<file path="src/rtl/mpu_axis_pkg.sv">
// ---------------------------------------------------------------------------
// mpu_axis_pkg
// Shared definitions for the matmul-unit AXI-Stream front end.
//   LANE_W         byte-lane pitch of packed operand words
//   NUM_LANES      element lanes per packed word (a0, a1, b0, b1)
//   LANE_A0..B1    lane index encodings used by the assembly counter
//   pack_state_e   output-register occupancy state
// ---------------------------------------------------------------------------
package mpu_axis_pkg;

  localparam int LANE_W    = 8;
  localparam int NUM_LANES = 4;

  localparam logic [1:0] LANE_A0 = 2'd0;
  localparam logic [1:0] LANE_A1 = 2'd1;
  localparam logic [1:0] LANE_B0 = 2'd2;
  localparam logic [1:0] LANE_B1 = 2'd3;

  // IDLE: output register empty, HOLD: output register carries a word
  typedef enum logic {
    ST_IDLE = 1'b0,
    ST_HOLD = 1'b1
  } pack_state_e;

endpackage

</file>
<file path="src/rtl/axis_operand_packer.sv">
// ---------------------------------------------------------------------------
// axis_operand_packer
// Packs a stream of narrow operand elements into 32-bit words laid out as
// {b1, b0, a1, a0}, one zero-extended element per byte lane, for the 2x2
// matmul stage. A word closes after four elements or on tlast, whichever is
// first; unfilled lanes of a short word are zero.
//
// Ports:
//   clk            rising-edge clock
//   rst            synchronous active-high reset
//   s_axis_tvalid  upstream element valid
//   s_axis_tdata   element in bits [ELEM_W-1:0], upper bits ignored
//   s_axis_tlast   last element of packet
//   s_axis_tready  packer accepts an element this cycle
//   m_axis_tvalid  packed word valid
//   m_axis_tdata   packed word {b1, b0, a1, a0}
//   m_axis_tlast   word closes the input packet
//   m_axis_tready  downstream accepts the word
//   short_pkt      one-cycle pulse when a word was closed early by tlast
// ---------------------------------------------------------------------------
module axis_operand_packer #(
  parameter int ELEM_W = 4,
  parameter int LANE_W = mpu_axis_pkg::LANE_W
) (
  input  logic                                      clk,
  input  logic                                      rst,
  input  logic                                      s_axis_tvalid,
  input  logic [7:0]                                s_axis_tdata,
  input  logic                                      s_axis_tlast,
  output logic                                      s_axis_tready,
  output logic                                      m_axis_tvalid,
  output logic [mpu_axis_pkg::NUM_LANES*LANE_W-1:0] m_axis_tdata,
  output logic                                      m_axis_tlast,
  input  logic                                      m_axis_tready,
  output logic                                      short_pkt
);

  import mpu_axis_pkg::*;

  localparam int WORD_W = NUM_LANES * LANE_W;

  pack_state_e       state_q, state_d;
  logic [1:0]        lane_q;
  logic [WORD_W-1:0] asm_q;
  logic [WORD_W-1:0] merged;
  logic [LANE_W-1:0] elem_ext;
  logic [WORD_W-1:0] data_q;
  logic              last_q;
  logic              short_q;
  logic              accept;
  logic              complete;
  logic              xfer;
  logic              unused_tdata;

  // Only the low ELEM_W bits of each element carry data.
  assign unused_tdata = ^s_axis_tdata;

  // Single output register with no skid: upstream may only push when the
  // register is empty or is being drained in this very cycle.
  assign m_axis_tvalid = (state_q == ST_HOLD);
  assign s_axis_tready = !m_axis_tvalid || m_axis_tready;
  assign accept        = s_axis_tvalid && s_axis_tready;
  assign xfer          = m_axis_tvalid && m_axis_tready;
  assign complete      = accept && ((lane_q == LANE_B1) || s_axis_tlast);

  assign m_axis_tdata  = data_q;
  assign m_axis_tlast  = last_q;
  assign short_pkt     = short_q;

  // Current beat merged into the partial word so a completing beat can be
  // loaded straight into the output register.
  always_comb begin
    elem_ext = '0;
    elem_ext[ELEM_W-1:0] = s_axis_tdata[ELEM_W-1:0];
    merged = asm_q;
    case (lane_q)
      LANE_A0: merged[0*LANE_W +: LANE_W] = elem_ext;
      LANE_A1: merged[1*LANE_W +: LANE_W] = elem_ext;
      LANE_B0: merged[2*LANE_W +: LANE_W] = elem_ext;
      LANE_B1: merged[3*LANE_W +: LANE_W] = elem_ext;
      default: merged = asm_q;
    endcase
  end

  // Occupancy next-state; a completing beat while draining keeps HOLD so the
  // register reloads without a bubble.
  always_comb begin
    state_d = state_q;
    case (state_q)
      ST_IDLE: if (complete) state_d = ST_HOLD;
      ST_HOLD: begin
        if (complete)  state_d = ST_HOLD;
        else if (xfer) state_d = ST_IDLE;
      end
      default: state_d = ST_IDLE;
    endcase
  end

  always_ff @(posedge clk) begin
    if (rst) state_q <= ST_IDLE;
    else     state_q <= state_d;
  end

  // Assembly and output register. short_pkt is a single-cycle flag marking
  // the first cycle a tlast-truncated word is presented.
  always_ff @(posedge clk) begin
    if (rst) begin
      lane_q  <= LANE_A0;
      asm_q   <= '0;
      data_q  <= '0;
      last_q  <= 1'b0;
      short_q <= 1'b0;
    end else begin
      short_q <= 1'b0;
      if (complete) begin
        data_q  <= merged;
        last_q  <= s_axis_tlast;
        short_q <= s_axis_tlast && (lane_q != LANE_B1);
        lane_q  <= LANE_A0;
        asm_q   <= '0;
      end else if (accept) begin
        asm_q  <= merged;
        lane_q <= lane_q + 2'd1;
      end
    end
  end

endmodule

</file>
<file path="config.mk">
export PLATFORM = sky130hd
export DESIGN_NAME = axis_operand_packer
export DESIGN_NICKNAME = d
export VERILOG_FILES = /design/src/rtl/mpu_axis_pkg.sv /design/src/rtl/axis_operand_packer.sv
export SDC_FILE = /design/constraint.sdc
export NUM_CORES = 1
export LEC_CHECK = 0
export ABC_AREA = 0
export CAP_MARGIN = 20
export CORE_AREA = 5 5 86 88
export DETAILED_ROUTE_END_ITERATION = 6
export DIE_AREA = 0 0 91 93
export PLACE_DENSITY = 0.77
export SETUP_SLACK_MARGIN = 0.1
export SYNTH_ARGS = -nofsm -noshare
export SYNTH_HDL_FRONTEND = slang
export SYNTH_SLANG_ARGS = --single-unit
</file>
<file path="constraint.sdc">
create_clock -name clk -period 1.59 [get_ports clk]
set_input_delay 0.477 -clock clk [delete_from_list [all_inputs] [get_ports clk]]
set_output_delay 0.477 -clock clk [all_outputs]
set_load 0.03 [all_outputs]
</file>
== Word level (Yosys, flattened, before mapping) ==
Cells that the tools add are included.

* $add $sub $neg: 1
* Equal/unequal tests: 4
* Multiplexer cells: 8
* Bitwise operators: 2
* Reductions and logical operators: 10

{| class="wikitable"
|+ Operator list
! cell !! number
|-
| 8-bit 2-to-1 mux || 4
|-
| 2-bit equality test, second input constant || 2
|-
| 1-bit logical AND || 4
|-
| 2-bit OR reduction || 2
|-
| 1-bit 2-to-1 mux || 3
|-
| 2-bit by 1-bit adder with 2-bit output, second input constant || 1
|-
| 2-bit by 1-bit equality test with 1-bit output, second input constant || 1
|-
| 2-bit logical NOT || 1
|-
| 1-bit logical OR || 2
|-
| 2-bit != test, second input constant || 1
|-
| 1-bit NOT || 2
|-
| 1-bit one-hot mux with 2 select lines || 1
|-
| 1-bit logical NOT || 1
|}

* Register bits: 69
* Bits of input ports: 13
* Word-level logic and storage cells: 31

== Depth between registers and ports, before layout ==
* Word-level depth: 6
* Depth in mapped cells: 7
* Depth with buffers taken out: 5

== Least setup slack after synthesis ==
OpenSTA, ideal clock, no wires.

* Kind: register -> output
* Start point: register state_q, in the netlist m_axis_tvalid
* End point: output s_axis_tready
* Arrival: 1.172 ns
* Data required time: 1.113 ns
* Setup slack: -0.059 ns
* Stages on the path, launching flop included: 6
* Path buffers: 3
* Cells stage by stage: dfxtp_1 nor2b_4 buf_6 inv_6 buf_6 buf_2

* Word-level cells in the longest chain between the ends: 2

{| class="wikitable"
|+ Ends and longest elaborated chain
! what !! line !! source
|-
| start: declaration || axis_operand_packer.sv:42 || <nowiki>pack_state_e state_q, state_d;</nowiki>
|-
| start signal: assignment || axis_operand_packer.sv:101 || <nowiki>else state_q <= state_d;</nowiki>
|-
| 1-bit logical NOT || axis_operand_packer.sv:61 || <nowiki>assign s_axis_tready = !m_axis_tvalid || m_axis_tready;</nowiki>
|-
| 1-bit logical OR || axis_operand_packer.sv:61 ||
|-
| end: declaration || axis_operand_packer.sv:30 || <nowiki>output logic s_axis_tready,</nowiki>
|}

Every way passes these cells.

== Final worst setup path ==
* Start point: register lane_q[0]
* End point: register asm_q[7]

* Word-level cells in the longest chain between the ends: 4
* Elaborated cells between the ends (all ways): 6
* Classes of those cells: eq/ne: 1; mux: 1; reduce/logical: 4

{| class="wikitable"
|+ Ends and longest elaborated chain
! what !! line !! source
|-
| start: declaration || axis_operand_packer.sv:43 || <nowiki>logic [1:0] lane_q;</nowiki>
|-
| start signal: assignment || axis_operand_packer.sv:123 || <nowiki>lane_q <= lane_q + 2'd1;</nowiki>
|-
| 2-bit equality test || axis_operand_packer.sv:64 || <nowiki>assign complete = accept && ((lane_q == LANE_B1) || s_axis_tlast);</nowiki>
|-
| 1-bit logical OR || axis_operand_packer.sv:64 ||
|-
| 1-bit logical AND || axis_operand_packer.sv:64 ||
|-
| 2-bit OR reduction (no source line) || -- ||
|-
| end signal: assignment || axis_operand_packer.sv:122 || <nowiki>asm_q <= merged;</nowiki>
|-
| end: declaration || axis_operand_packer.sv:44 || <nowiki>logic [WORD_W-1:0] asm_q;</nowiki>
|}

Several ways; a longest one is shown, not always the timed one.
A chain may end at the register's enable or synchronous reset.

==> impl_results.html <==
<table>
<tr><th>Metric</th><th>Value</th></tr>
<tr><th colspan="2">CTS</th></tr>
<tr><td>CTS tree</td><td>yes</td></tr>
<tr><td>Total of hold buffers inserted after clock tree synthesis</td><td>0</td></tr>
<tr><td>CTS root buf</td><td>sky130_fd_sc_hd__clkbuf_8</td></tr>
<tr><td>Worst-path clk slew</td><td>0.07 ns</td></tr>
<tr><td>CTS sink cnt</td><td>69</td></tr>
<tr><td>Source-to-sink clock delay at the later pin of the worst-skew pair</td><td>0.35 ns</td></tr>
<tr><td>Number of buffers on the longest clock path</td><td>2</td></tr>
<tr><td>CTS Buf Count</td><td>9</td></tr>
<tr><td>H-Tree Depth</td><td>3</td></tr>
<tr><th colspan="2">Placed design</th></tr>
<tr><td>Final estimated routing congestion in global placement</td><td>0.7404</td></tr>
<tr><td>Cell Count Post-Placement</td><td>351</td></tr>
<tr><td>HPWL after DPL</td><td>3795 um</td></tr>
<tr><td>Number of buffers inserted by port buffering</td><td>44</td></tr>
<tr><td>Worst slack at placement</td><td>-0.3849 ns</td></tr>
<tr><th colspan="2">Synthesis</th></tr>
<tr><td>Share of flip-flops with an asynchronous set or reset</td><td>0%</td></tr>
<tr><td>Number of synthesized flops with an enable pin</td><td>0</td></tr>
<tr><td>Largest area contributor in the netlist</td><td>sky130_fd_sc_hd__dfxtp_1</td></tr>
<tr><td>Post-Syn Area</td><td>2649 um2</td></tr>
<tr><td>Post-synthesis area per instance</td><td>11.67 um2</td></tr>
<tr><td>Most frequently used flop master after synthesis</td><td>sky130_fd_sc_hd__dfxtp_1</td></tr>
<tr><td>Synthesis warning total</td><td>0</td></tr>
<tr><td>Most area-consuming cells after synthesis</td><td>sky130_fd_sc_hd__dfxtp_1 52%, sky130_fd_sc_hd__mux2i_1 6.0%, sky130_fd_sc_hd__o2bb2ai_2 5.7%</td></tr>
<tr><td>Net count after synthesis</td><td>244</td></tr>
<tr><td>Seq/Total Area, Yosys</td><td>52.15%</td></tr>
<tr><td>Number of unique standard cell types used by synthesis</td><td>32</td></tr>
<tr><td>Share of Yosys cell area claimed by the top area cell type</td><td>52.15%</td></tr>
<tr><td>Mapped Cells</td><td>227</td></tr>
<tr><td>Register bit count reported by yosys</td><td>69</td></tr>
<tr><th colspan="2">Drt</th></tr>
<tr><td>Drt total wl</td><td>6664 um</td></tr>
<tr><td>Post-DRT Antenna Nets</td><td>0</td></tr>
<tr><td>Count of vias placed by the detailed router</td><td>2049</td></tr>
<tr><td>Pre-Repair DR Iteration Count</td><td>4</td></tr>
<tr><td>Via/cell ratio</td><td>5.378</td></tr>
<tr><td>DRC Markers</td><td>0</td></tr>
<tr><td>Mean routed wirelength per cell</td><td>17.49 um</td></tr>
<tr><td>Initial drt markers</td><td>98</td></tr>
<tr><th colspan="2">Run</th></tr>
<tr><td>MaxCap Viol Count</td><td>0</td></tr>
<tr><th colspan="2">STA</th></tr>
<tr><td>Post-route clock skew</td><td>0.008427 ns</td></tr>
<tr><td>Rel. slew slack</td><td>69.91%</td></tr>
<tr><td>Tightest Pin Transition</td><td>0.4476 ns</td></tr>
<tr><td>Final Critical Period</td><td>1.612 ns</td></tr>
<tr><td>Maximum clock frequency</td><td>620.5 MHz</td></tr>
<tr><td>Number of failing setup endpoints in the final timing report</td><td>12</td></tr>
<tr><td>Number of pins exceeding their max-slew limit in the final report</td><td>0</td></tr>
<tr><td>Total negative slack</td><td>-0.1800 ns</td></tr>
<tr><td>Final Hold Violating Endpoints</td><td>0</td></tr>
<tr><td>Post-route worst setup slack</td><td>-0.02152 ns</td></tr>
<tr><td>RSZ-0062 raised after global routing</td><td>yes</td></tr>
<tr><td>Post-route clock period utilization</td><td>101.4%</td></tr>
<tr><th colspan="2">Global routing</th></tr>
<tr><td>Met3 usage</td><td>3.459%</td></tr>
<tr><td>Number of global-route vias before repair</td><td>1925</td></tr>
<tr><td>GR Util met1</td><td>18.24%</td></tr>
<tr><td>Number of antenna violations at the first check in global routing</td><td>0</td></tr>
<tr><td>Largest net degree at the start of global routing</td><td>42</td></tr>
<tr><td>Wire length of the first global-routing pass</td><td>9342 um</td></tr>
<tr><td>Overflow left after global routing</td><td>0</td></tr>
<tr><td>Total routing resource utilization after global routing</td><td>13.73%</td></tr>
<tr><td>Grt met2 use</td><td>20.49%</td></tr>
<tr><td>Busiest layer in global routing</td><td>met2</td></tr>
<tr><th colspan="2">Floorplan</th></tr>
<tr><td>Initial Utilization</td><td>40.32%</td></tr>
<tr><td>Boundary Pins</td><td>49</td></tr>
<tr><td>Total Die Area</td><td>8463 um2</td></tr>
<tr><td>Die Width</td><td>91 um</td></tr>
<tr><td>Cell Rows</td><td>30</td></tr>
<tr><td>Core ar.</td><td>6569 um2</td></tr>
<tr><td>Overall die height</td><td>93 um</td></tr>
<tr><th colspan="2">Pwr</th></tr>
<tr><td>Maximum vdd drop</td><td>0.6887 mV</td></tr>
<tr><td>Net load switching power</td><td>0.8839 mW</td></tr>
<tr><td>Sw frac</td><td>24.08%</td></tr>
<tr><td>Internal power contribution</td><td>2.787 mW</td></tr>
<tr><td>Pwr per Cell Area</td><td>962.9 nW/um2</td></tr>
<tr><td>Total leakage power</td><td>1.508 nW</td></tr>
<tr><td>Gate power share</td><td>11.7%</td></tr>
<tr><td>Share of power burned in the clock network</td><td>40.2%</td></tr>
<tr><td>Part of the power in registers</td><td>48.2%</td></tr>
<tr><th colspan="2">Layout</th></tr>
<tr><td>Filler cells</td><td>541</td></tr>
<tr><td>Proportion of layout cells with a drive suffix above 1</td><td>44.52%</td></tr>
<tr><td>Nets</td><td>314</td></tr>
<tr><td># diodes</td><td>0</td></tr>
<tr><td>Commonest non-fill, non-tap cells in the layout</td><td>66 x sky130_fd_sc_hd__dfxtp_1, 23 x sky130_fd_sc_hd__buf_4, 19 x sky130_fd_sc_hd__buf_2</td></tr>
<tr><td>Cell Count, Final, Fillers Out</td><td>381</td></tr>
<tr><td>Synth-to-Final Area Change</td><td>43.93%</td></tr>
<tr><td>Area of combinational cells with multiple inputs</td><td>1323 um2</td></tr>
<tr><td>Area occupied by registers</td><td>1393 um2</td></tr>
<tr><td>Most common library cell in the layout ignoring fill and taps</td><td>sky130_fd_sc_hd__dfxtp_1</td></tr>
<tr><th colspan="2">Setup path</th></tr>
<tr><td>Cell chain of the critical path</td><td>ha_4 &gt; or2_4 &gt; a31oi_4 &gt; buf_6 &gt; buf_12 &gt; and3_4</td></tr>
<tr><td>CP Launch Type</td><td>flop</td></tr>
<tr><td>Arrival @ worst endpoint</td><td>1.91 ns</td></tr>
<tr><td>Cell at the slowest stage of the critical path</td><td>sky130_fd_sc_hd__dfxtp_4</td></tr>
<tr><td>Worst path buffer plus inverter count</td><td>2</td></tr>
<tr><td>Crit path capture type</td><td>flop</td></tr>
<tr><td>Largest delay share family, worst path</td><td>simple AND/OR/NAND/NOR gates</td></tr>
<tr><td>Critical Path Fanout Max</td><td>11</td></tr>
<tr><td>Data required time at the worst endpoint</td><td>1.88 ns</td></tr>
<tr><td>Category of the critical setup timing path</td><td>reg2reg</td></tr>
<tr><td>Delay of the slowest cell on the worst path</td><td>0.36 ns</td></tr>
<tr><th colspan="2">Run status</th></tr>
<tr><td>Violated checks</td><td>setup timing</td></tr>
<tr><td>Result of the run</td><td>finished, violations left</td></tr>
<tr><th colspan="2">Worst hold path</th></tr>
<tr><td>Hold/Removal Path Class</td><td>reg2reg</td></tr>
</table>
-- cells in the mapped netlist, drive strengths merged, types with 3 or more instances --
master and n:
a22o 16, nand4 12, inv 5, and2 8
o21ai 15, a21oi 14, ha 4, and3 12
o2bb2ai 17, nor4 3, nand3 5, dfxtp 69
nand2 3, clkbuf 5, buf 15, mux2i 16
-- registers in the layout, summed over array words and instances, names as in the netlist --
name           flops
asm_q             32
m_axis_tvalid      1
lane_q             2
m_axis_tdata      32
short_pkt          1
m_axis_tlast       1
-- layout make-up --
type,count,area share (%)
Clock buffer,14,4.529
Clock inverter,1,0.7877
Inverter,5,0.6236
Multi-Input combinational cell,133,34.69
Sequential cell,69,36.53
Tap cell,80,2.626
Timing Repair Buffer,79,20.22
-- timing repair --
action,4_1_cts,5_1_grt
setup buffers,2,6
endpoints found under the setup margin,95,66
pin swaps,0,31
endpoints found under the hold margin,0,0
cloned,0,7
resized for setup,114,79
-- cells by family after synthesis --
group           synth area share, %
compound gates                20.88
fa+ha+maj                     1.890
flops                         52.15
buf+inv                       7.841
mux                           6.046
simple gates                  11.19
-- final timing paths --
path                  start        end  slack [ns]  cells past startpoint
setup reg to reg  lane_q[0]   asm_q[7]       -0.02                      6
hold reg to reg   asm_q[25]  asm_q[25]        0.46                      1
setup / recovery  lane_q[0]   asm_q[7]       -0.02                      6
hold / removal    asm_q[25]  asm_q[25]        0.46                      1
-- routing by layer --
layer | wire [um] | vias to the layer above | part of all wire, %
li1 | - | 981 | -
met1 | 3039 | 984 | 46
met2 | 3163 | 68 | 47
met3 | 300 | 16 | 4.5
met4 | 160 | 0 | 2.4
met5 | 0 | - | 0
-- stage by stage --
step	area (um2)	power [mW]	util (%)	hold WS, ns
final	3812	3.671	58.04	0.4642
after global routing	3812	3.776	58.04	0.4877
after CTS	3403	3.560	51.81	0.4557
after detailed placement	3164	2.112	48.17	0.4456
after global placement	3164	2.105	48.17	0.4412
after floorplan	2661	2.015	-	0.4291
-- power by group through the flow --
stage / Clock [mW] / Sequential (mW) / Combinational, mW
floorplan: 0 / 1.83 / 0.189
global placement: 0 / 1.80 / 0.301
detailed placement: 0 / 1.80 / 0.308
CTS: 1.48 / 1.77 / 0.311
global route: 1.55 / 1.77 / 0.454
finish: 1.47 / 1.77 / 0.429
No activity file was read; power rests on OpenSTA's default activity.
